<file path="src/rtl/outport_buffered_if.sv">
// ---------------------------------------------------------------------------
// outport_buffered_if
// Bundles the crossbar-side and link-side signals of the buffered output port.
//   toggle_din      crossbar write strobe, one flit per cycle when high
//   crossbar_din    flit from the crossbar, sampled when toggle_din is high
//   credit_din      one-cycle credit return from downstream, one slot per pulse
//   diff_pair_dout  [1]=p, [0]=n complementary toggle pair, flips per launch
//   channel_dout    registered flit driven onto the link
//   full_dout       FIFO full; the crossbar must not write while high
//   credits_dout    current downstream credit count
//   overflow_dout   sticky flag: a write was attempted while full
// Modport master is the crossbar/link environment; modport slave is the port.
// ---------------------------------------------------------------------------
interface outport_buffered_if #(
    parameter int DATA_WIDTH = 48,
    parameter int CNT_W      = 3
);
    logic                  toggle_din;
    logic [DATA_WIDTH-1:0] crossbar_din;
    logic                  credit_din;
    logic [1:0]            diff_pair_dout;
    logic [DATA_WIDTH-1:0] channel_dout;
    logic                  full_dout;
    logic [CNT_W-1:0]      credits_dout;
    logic                  overflow_dout;

    modport master (
        output toggle_din,
        output crossbar_din,
        output credit_din,
        input  diff_pair_dout,
        input  channel_dout,
        input  full_dout,
        input  credits_dout,
        input  overflow_dout
    );

    modport slave (
        input  toggle_din,
        input  crossbar_din,
        input  credit_din,
        output diff_pair_dout,
        output channel_dout,
        output full_dout,
        output credits_dout,
        output overflow_dout
    );
endinterface

</file>
<file path="src/rtl/outport_buffered.sv">
// ---------------------------------------------------------------------------
// outport_buffered
// Credit-controlled output port between the crossbar and a link channel.
// Crossbar flits are buffered in a DEPTH-entry FIFO; at most one flit per
// cycle is launched onto the registered channel when the FIFO holds data and
// at least one downstream credit is available. Each launch flips the
// complementary toggle pair and consumes one credit.
// Ports:
//   clka  clock, all state on the rising edge
//   rsta  asynchronous active-low reset
//   bus   outport_buffered_if.slave (crossbar input, link output, status)
// ---------------------------------------------------------------------------
module outport_buffered #(
    parameter int DATA_WIDTH = 48,
    parameter int DEPTH      = 4,
    parameter int CREDITS    = 4,
    parameter int CNT_W      = 3
) (
    input  logic                clka,
    input  logic                rsta,
    outport_buffered_if.slave   bus
);

    localparam int AW = $clog2(DEPTH);
    // Extra pointer bit distinguishes a full FIFO from an empty one.
    localparam int PW = AW + 1;

    logic [DATA_WIDTH-1:0] mem_q [DEPTH];

    logic [PW-1:0]         wr_ptr_q,   wr_ptr_d;
    logic [PW-1:0]         rd_ptr_q,   rd_ptr_d;
    logic [DATA_WIDTH-1:0] channel_q,  channel_d;
    logic [1:0]            pair_q,     pair_d;
    logic                  full_q,     full_d;
    logic [CNT_W-1:0]      credits_q,  credits_d;
    logic                  overflow_q, overflow_d;

    logic [PW-1:0]         occ_s;
    logic [PW-1:0]         occ_next_s;
    logic                  empty_s;
    logic                  launch_s;
    logic                  push_s;

    // Launch/push decisions and next-state values for pointers and outputs.
    always_comb begin
        wr_ptr_d   = wr_ptr_q;
        rd_ptr_d   = rd_ptr_q;
        channel_d  = channel_q;
        pair_d     = pair_q;
        credits_d  = credits_q;
        overflow_d = overflow_q;

        occ_s    = wr_ptr_q - rd_ptr_q;
        empty_s  = (occ_s == {PW{1'b0}});
        launch_s = !empty_s && (credits_q != {CNT_W{1'b0}});
        // A launch frees the head slot on the same edge, so a write into a
        // full FIFO is still accepted when a launch happens alongside it.
        push_s   = bus.toggle_din && (!full_q || launch_s);

        if (push_s) begin
            wr_ptr_d = wr_ptr_q + {{(PW-1){1'b0}}, 1'b1};
        end else begin
            wr_ptr_d = wr_ptr_q;
        end

        if (launch_s) begin
            rd_ptr_d  = rd_ptr_q + {{(PW-1){1'b0}}, 1'b1};
            channel_d = mem_q[rd_ptr_q[AW-1:0]];
            pair_d    = ~pair_q;
        end else begin
            rd_ptr_d  = rd_ptr_q;
            channel_d = channel_q;
            pair_d    = pair_q;
        end

        if (bus.toggle_din && full_q && !launch_s) begin
            overflow_d = 1'b1;
        end else begin
            overflow_d = overflow_q;
        end

        case ({launch_s, bus.credit_din})
            2'b10: credits_d = credits_q - {{(CNT_W-1){1'b0}}, 1'b1};
            2'b01: begin
                // Returns beyond the maximum saturate silently.
                if (credits_q == CNT_W'(CREDITS)) begin
                    credits_d = credits_q;
                end else begin
                    credits_d = credits_q + {{(CNT_W-1){1'b0}}, 1'b1};
                end
            end
            default: credits_d = credits_q;
        endcase

        occ_next_s = occ_s + PW'(push_s) - PW'(launch_s);
        full_d     = (occ_next_s == PW'(DEPTH));
    end

    // Pointer, status and link output registers.
    always_ff @(posedge clka or negedge rsta) begin
        if (!rsta) begin
            wr_ptr_q   <= {PW{1'b0}};
            rd_ptr_q   <= {PW{1'b0}};
            channel_q  <= {DATA_WIDTH{1'b0}};
            pair_q     <= 2'b01;
            full_q     <= 1'b0;
            credits_q  <= CNT_W'(CREDITS);
            overflow_q <= 1'b0;
        end else begin
            wr_ptr_q   <= wr_ptr_d;
            rd_ptr_q   <= rd_ptr_d;
            channel_q  <= channel_d;
            pair_q     <= pair_d;
            full_q     <= full_d;
            credits_q  <= credits_d;
            overflow_q <= overflow_d;
        end
    end

    // FIFO storage; contents are don't-care until written, so no reset.
    always_ff @(posedge clka) begin
        if (push_s) begin
            mem_q[wr_ptr_q[AW-1:0]] <= bus.crossbar_din;
        end
    end

    assign bus.channel_dout   = channel_q;
    assign bus.diff_pair_dout = pair_q;
    assign bus.full_dout      = full_q;
    assign bus.credits_dout   = credits_q;
    assign bus.overflow_dout  = overflow_q;

endmodule

</file>
<file path="src/flat_wrapper.sv">
// flat-port wrapper written by rule: the top's interface ports become plain ports
module outport_buffered_flat 
#(
    parameter int DATA_WIDTH = 48,
    parameter int DEPTH      = 4,
    parameter int CREDITS    = 4,
    parameter int CNT_W      = 3
)
  (clka, rsta, bus_toggle_din, bus_crossbar_din, bus_credit_din, bus_diff_pair_dout, bus_channel_dout, bus_full_dout, bus_credits_dout, bus_overflow_dout);
  outport_buffered_if #(.DATA_WIDTH(DATA_WIDTH), .CNT_W(CNT_W)) bus_i ();
  input  logic clka;
  input  logic rsta;
  input wire logic [$bits(bus_i.toggle_din)-1:0] bus_toggle_din;
  input wire logic [$bits(bus_i.crossbar_din)-1:0] bus_crossbar_din;
  input wire logic [$bits(bus_i.credit_din)-1:0] bus_credit_din;
  output wire logic [$bits(bus_i.diff_pair_dout)-1:0] bus_diff_pair_dout;
  output wire logic [$bits(bus_i.channel_dout)-1:0] bus_channel_dout;
  output wire logic [$bits(bus_i.full_dout)-1:0] bus_full_dout;
  output wire logic [$bits(bus_i.credits_dout)-1:0] bus_credits_dout;
  output wire logic [$bits(bus_i.overflow_dout)-1:0] bus_overflow_dout;
  assign bus_i.toggle_din = bus_toggle_din;
  assign bus_i.crossbar_din = bus_crossbar_din;
  assign bus_i.credit_din = bus_credit_din;
  assign bus_diff_pair_dout = bus_i.diff_pair_dout;
  assign bus_channel_dout = bus_i.channel_dout;
  assign bus_full_dout = bus_i.full_dout;
  assign bus_credits_dout = bus_i.credits_dout;
  assign bus_overflow_dout = bus_i.overflow_dout;
  outport_buffered #(.DATA_WIDTH(DATA_WIDTH), .DEPTH(DEPTH), .CREDITS(CREDITS), .CNT_W(CNT_W)) u_core (.clka(clka), .rsta(rsta), .bus(bus_i));
endmodule
</file>
<file path="config.mk">
export PLATFORM = sky130hd
export DESIGN_NAME = outport_buffered_flat
export DESIGN_NICKNAME = d
export VERILOG_FILES = /design/src/rtl/outport_buffered_if.sv /design/src/rtl/outport_buffered.sv /design/src/flat_wrapper.sv
export SDC_FILE = /design/constraint.sdc
export NUM_CORES = 1
export LEC_CHECK = 0
export ABC_AREA = 1
export BUFFER_PORTS_ARGS = -buffer_cell sky130_fd_sc_hd__buf_2
export CORE_MARGIN = 3
export CORE_UTILIZATION = 52
export DETAILED_ROUTE_END_ITERATION = 10
export PLACE_DENSITY_LB_ADDON = 0.12
export SYNTH_ARGS = -nofsm -noshare
export SYNTH_HDL_FRONTEND = slang
export SYNTH_SLANG_ARGS = --single-unit
</file>
<file path="constraint.sdc">
create_clock -name clka -period 4.25 [get_ports clka]
set_input_delay 0.425 -clock clka [delete_from_list [all_inputs] [get_ports clka]]
set_output_delay 0.425 -clock clka [all_outputs]
set_load 0.02 [all_outputs]
</file>
# Yosys cells after proc, flatten, opt, wreduce, memory -nomap -nowiden
# Memory sizes are Yosys's and may differ from the RTL's. A register that Yosys moved wholly into a read port is not among the register bits.
# Index checks and enable logic that the tools add are counted.
dict set report classes {
  n_addsub 7
  mul 0
  div_mod_pow 0
  order_cmp 0
  eq_ne 5
  n_shift 0
  mux 4
  n_bitwise 1
  n_reduce_logical 13
}
# cell count
set op_table {}
lappend op_table {{$add 3x1->3 const B} 3}
lappend op_table {{$eq 3x3->1 const B} 2}
lappend op_table {{$pmux 3 s2} 1}
lappend op_table {{$logic_and 1x1->1} 4}
lappend op_table {{$logic_not 1->1} 4}
lappend op_table {{$add 3x1->3} 1}
lappend op_table {{$logic_not 3->1} 1}
lappend op_table {{$mux 3} 1}
lappend op_table {{$reduce_bool 3->1} 1}
lappend op_table {{$sub 3x1->3} 1}
lappend op_table {{$sub 3x1->3 const B} 1}
lappend op_table {{$sub 3x3->3} 1}
lappend op_table {{$eq 2x1->1 const B} 1}
lappend op_table {{$eq 2x2->1 const B} 1}
lappend op_table {{$mux 1} 2}
lappend op_table {{$ne 2x2->1 const B} 1}
lappend op_table {{$not 2->2} 1}
lappend op_table {{$reduce_and 2->1} 1}
lappend op_table {{$reduce_bool 2->1} 1}
lappend op_table {{$logic_or 1x1->1} 1}
dict set report word_totals {
  reg_bits 13
  latch_bits 0
  mem_bits_rw 192
  romBits 0
  wordCells 37
  n_memories 1
}
# memory words width read_ports rd_ports_with_merged_regs write_ports line
set mem_list {}
lappend mem_list {u_core.mem_q 4 48 1 1 1 outport_buffered.sv:28} ;# logic [DATA_WIDTH-1:0] mem_q [DEPTH];

# Depth between registers and ports, before layout
dict set report depth {
  ltp_word 9
  ltp_mapped 17
  depth_no_buf 16
}

# Least setup slack after synthesis
# No wires, ideal clock.
dict set report synth_path {
  path_type {reg2reg}
  startpoint {reg u_core.wr_ptr_q[0]}
  endpoint {mem u_core.mem_q[0][0], enable pin}
  setup_time_ps 454
  arrival_time_ps 3796
  required_time_ps 3796
  setup_slack_ps 0
  path_stages_with_launch 11
  n_path_buf 0
  path_cell_list {dfrtp_1 inv_1 ha_1 fa_1 nand2_1 inv_1 nand3_2 nand2_4 a21boi_2 inv_1 nor2_1}
}
dict set report synth_between {
  elab_chain_cells 8
}
# item line
set synth_lines {}
lappend synth_lines {{start, declared} outport_buffered.sv:30} ;# logic [PW-1:0] wr_ptr_q, wr_ptr_d;
lappend synth_lines {{start signal, assigned} outport_buffered.sv:102} ;# wr_ptr_q <= {PW{1'b0}};
lappend synth_lines {{start signal, assigned} outport_buffered.sv:110} ;# wr_ptr_q <= wr_ptr_d;
lappend synth_lines {{$sub 3x3->3} outport_buffered.sv:53} ;# occ_s = wr_ptr_q - rd_ptr_q;
lappend synth_lines {{$logic_not 3->1} outport_buffered.sv:54} ;# empty_s = (occ_s == {PW{1'b0}});
lappend synth_lines {{$logic_not 1->1} outport_buffered.sv:55} ;# launch_s = !empty_s && (credits_q != {CNT_W{1'b0}});
lappend synth_lines {{$logic_and 1x1->1} outport_buffered.sv:55}
lappend synth_lines {{$logic_or 1x1->1} outport_buffered.sv:58} ;# push_s = bus.toggle_din && (!full_q || launch_s);
lappend synth_lines {{$logic_and 1x1->1} outport_buffered.sv:58}
lappend synth_lines {{named net u_core.push_s} outport_buffered.sv:42} ;# logic push_s;
lappend synth_lines {{$mux 1} outport_buffered.sv:122} ;# if (push_s) begin
lappend synth_lines {{$mux 1 (implied by the code)} outport_buffered.sv:123} ;# mem_q[wr_ptr_q[AW-1:0]] <= bus.crossbar_din;
lappend synth_lines {{end, declared} outport_buffered.sv:28}
# The timed path passes the listed nets, and every way through them passes these cells.

# Final worst setup path
dict set report layout_path {
  startpoint {reg u_core.wr_ptr_q[0]}
  endpoint {mem u_core.mem_q[0][22], enable pin}
}
# The elaborated chain is that of the path after synthesis.

==> flow_summary_export.csv <==
group,metric,value,unit
setup_path,r2r_slack,1.01,ns
synth,synthCells,760,
sta,min_period,3.24,ns
sta,fin_hold_ws,0.0915,ns
placed_design,gp_congestion,0.811,
setup_path,crit_fanout,15,
synth,syn_nets,823,
sta,setup_tns,0,ns
floorplanning,start_util,0.534,
setup_path,max_stage_delay,0.51,ns
drt,num_vias,5987,
drt,first_pass_iters,5,
floorplanning,dieArea,0.0203,mm^2
drt,avgRoutedWirePerCell,18.2,um
global_route,grtUsageTotal,0.202,
layout,finalNonFillerCells,1114,
sta,tightestPinTransition,1.07,ns
setup_path,r2r_cells,11,
placed_design,place_inst,1066,
layout,final_nets,928,
clock_tree,cts_resized,0,
drt,drt_iter0_drc,413,
sta,final_max_slew_viol_count,0,
setup_path,reg2reg_from,"u_core.wr_ptr_q[0]",
layout,drive_above_1_share,0.194,
clock_tree,clkTransAtPathRegs,0.06,ns
drt,wl,20.3,mm
sta,finalHoldViolCount,0,
floorplanning,boundaryPins,107,
setup_path,cp_cell_sequence,"inv_1 -> ha_1 -> fa_1 -> nand2_1 -> inv_1 -> nand3_2 -> nand2_4 -> a21boi_2 -> inv_1 -> nor2_4 -> buf_4",
layout,num_antenna_cells,0,
layout,final_cell_mix,"nor2_1, edfxtp_1, buf_2",
clock_tree,clkSinkCount,253,
power_and_ir_drop,cellLeakagePower,4.33,nW
synth,postSynthAreaPerCell,12.7,um^2
global_route,grt_first_pass_wirelength,32.4,mm
placed_design,hpwlAfterDp,11.5,mm
worst_hold_path,holdCritPathClass,"input pin to async pin",
synth,ys_seq_elements,253,
synth,synthTopCellsByArea,"edfxtp_1, dfrtp_1, nor2_1",
drt,drcViolationCount,0,
setup_path,reg2reg_to,"u_core.mem_q[0][22]",
floorplanning,core-area,0.0181,mm^2
clock_tree,htreeDepth,1,
sta,skew,0.0136,ns
floorplanning,die_w,142,um
global_route,overflow,0,
setup_path,crit_start,"u_core.wr_ptr_q[0]",
synth,synthDistinctLibCells,25,
sta,maxSlewHeadroom,0.288,
power_and_ir_drop,powerDensity,854,mW/mm^2
drt,final_antenna_net_count,0,
sta,post-route-period-util,0.762,
clock_tree,cts_buffer_depth,3,
setup_path,worst_path_max_delay_cell,"fa_1",
synth,netlist.area_leader.share,0.595,
global_route,grt_max_degree,101,
job,cap_violations,0,
clock_tree,cts_hold_buffers,0,
setup_path,critPathLaunchType,"register",
setup_path,crit_required,4.47,ns
clock_tree,post_cts.repair.setup_buffers,0,
setup_path,cp_common_cell,"inv_1",
floorplanning,rows,49,
synth,syn_area,0.00968,mm^2
sta,max_freq,309,MHz
sta,grt_setup_unrepaired,"no",
synth,synth_top_cell_by_area,"edfxtp_1",
synth,synth_seq_area_share,0.753,
global_route,antenna_found_initial,1,
synth,yosysWarnings,0,
clock_tree,cts_buffers,26,
placed_design,port_buffers,106,
clock_tree,clk_latency,0.52,ns
power_and_ir_drop,vdd_ir_drop_max,0.756,mV
clock_tree,cts_tree,"built",
setup_path,cp-end-kind,"register",
clock_tree,root_buffer,"clkbuf_16",
status,status,"complete, no violations",
floorplanning,chipHeight,142,um
sta,setup_viol,0,
setup_path,cp_data_arrival_time,3.46,ns
setup_path,critical_path_class,"register to register",
layout,final_common_cell,"nor2_1",
drt,avgViaCountPerCell,5.37,
setup_path,endpoint,"u_core.mem_q[0][22]",
layout,area_delta_synth_final,17.3,%
global_route,grt_pass1_vias,6179,
[kinds of logic (layout without fill, tap and decap cells)]
family,Yosys count,in the layout,share of synthesized area
adder cells (fa/ha/maj),11,11,0.0165
AO/OA/AOI/OAI,149,149,0.0842
flip-flops,253,253,0.753
buffers and inverters,65,190,0.0301
XOR/XNOR,8,8,0.00724
AND/OR/NAND/NOR,274,274,0.109
[stage by stage]
| stage | worst slack, ns | power [mW] | util | instance area, um^2 |
|---|---|---|---|---|
| final | 1.01 | 9.70 | 0.626 | 11400 |
| after global routing | 0.796 | 10.4 | 0.626 | 11400 |
| after CTS | 1.01 | 9.82 | 0.626 | 11400 |
| after detailed placement | 1.02 | 7.41 | 0.576 | 10400 |
| after global placement | 1.15 | 7.24 | 0.576 | 10400 |
| after floorplan | 0.000119 | 6.39 | - | 9680 |
[registers in the layout, summed over array words and instances, names as in the netlist]
signal and flops:
u_core.bus.channel_dout 48, u_core.bus.credits_dout 3, u_core.bus.diff_pair_dout 2, u_core.bus.full_dout 1, u_core.bus.overflow_dout 1, u_core.mem_q 192, u_core.rd_ptr_q 3, u_core.wr_ptr_q 3
[worst min path at each step]
stage / cells after the start / slack (ns) / startpoint / endpoint
2_1_floorplan: 0 / 0.13 / rsta / u_core.bus.channel_dout[0]
3_3_place_gp: 1 / 0.46 / u_core.bus.overflow_dout / u_core.bus.overflow_dout
3_5_place_dp: 1 / 0.46 / u_core.bus.overflow_dout / u_core.bus.overflow_dout
4_1_cts: 1 / 0.11 / rsta / u_core.bus.channel_dout[40]
5_1_grt: 1 / 0.11 / bus_crossbar_din[1] / u_core.mem_q[2][1]
6_report: 1 / 0.09 / rsta / u_core.bus.channel_dout[40]
[metal layers]
metal  part of all wire  vias up  track usage
met5            0.00064        -            0
met4              0.014        2       0.0500
met3              0.058       25       0.0366
met2               0.49      156        0.350
met1               0.43     2933        0.268
li1                   -     2871            -
[where the power goes]
group | internal (mW) | switching [mW] | leakage, nW
sequential | 3.45 | 0.262 | 2.46
combinational | 1.14 | 2.46 | 1.42
clock | 1.50 | 0.893 | 0.446
total | 6.08 | 3.62 | 4.33
[synth_stat cells (all sizes together)]
| cell | n |
|---|---|
| a21boi | 1 |
| a31o | 1 |
| a31oi | 48 |
| buf | 21 |
| clkbuf | 21 |
| dfrtp | 59 |
| dfstp | 2 |
| edfxtp | 192 |
| fa | 3 |
| ha | 8 |
| inv | 23 |
| nand2 | 22 |
| nand3 | 7 |
| nor2 | 244 |
| nor3 | 1 |
| o21ai | 99 |
| xnor2 | 2 |
| xor2 | 6 |
[cell type report]
| cell class | count | area (um^2) |
|---|---|---|
| Clock buffer | 36 | 729 |
| Clock inverter | 12 | 181 |
| Fill cell | 1380 | 6790 |
| Inverter | 23 | 87.6 |
| Multi-Input combinational cell | 442 | 2120 |
| Sequential cell | 253 | 7300 |
| Tap cell | 229 | 287 |
| Timing Repair Buffer | 119 | 653 |
[worst max-delay path, delay by kind of cell (launching register included)]
family	cells	cell delay [ns]
simple gates	4	0.78
fa+ha+maj	2	0.71
flops	1	0.42
compound gates	1	0.32
buf+inv	4	0.69
(Power assumes the default switching activity.)
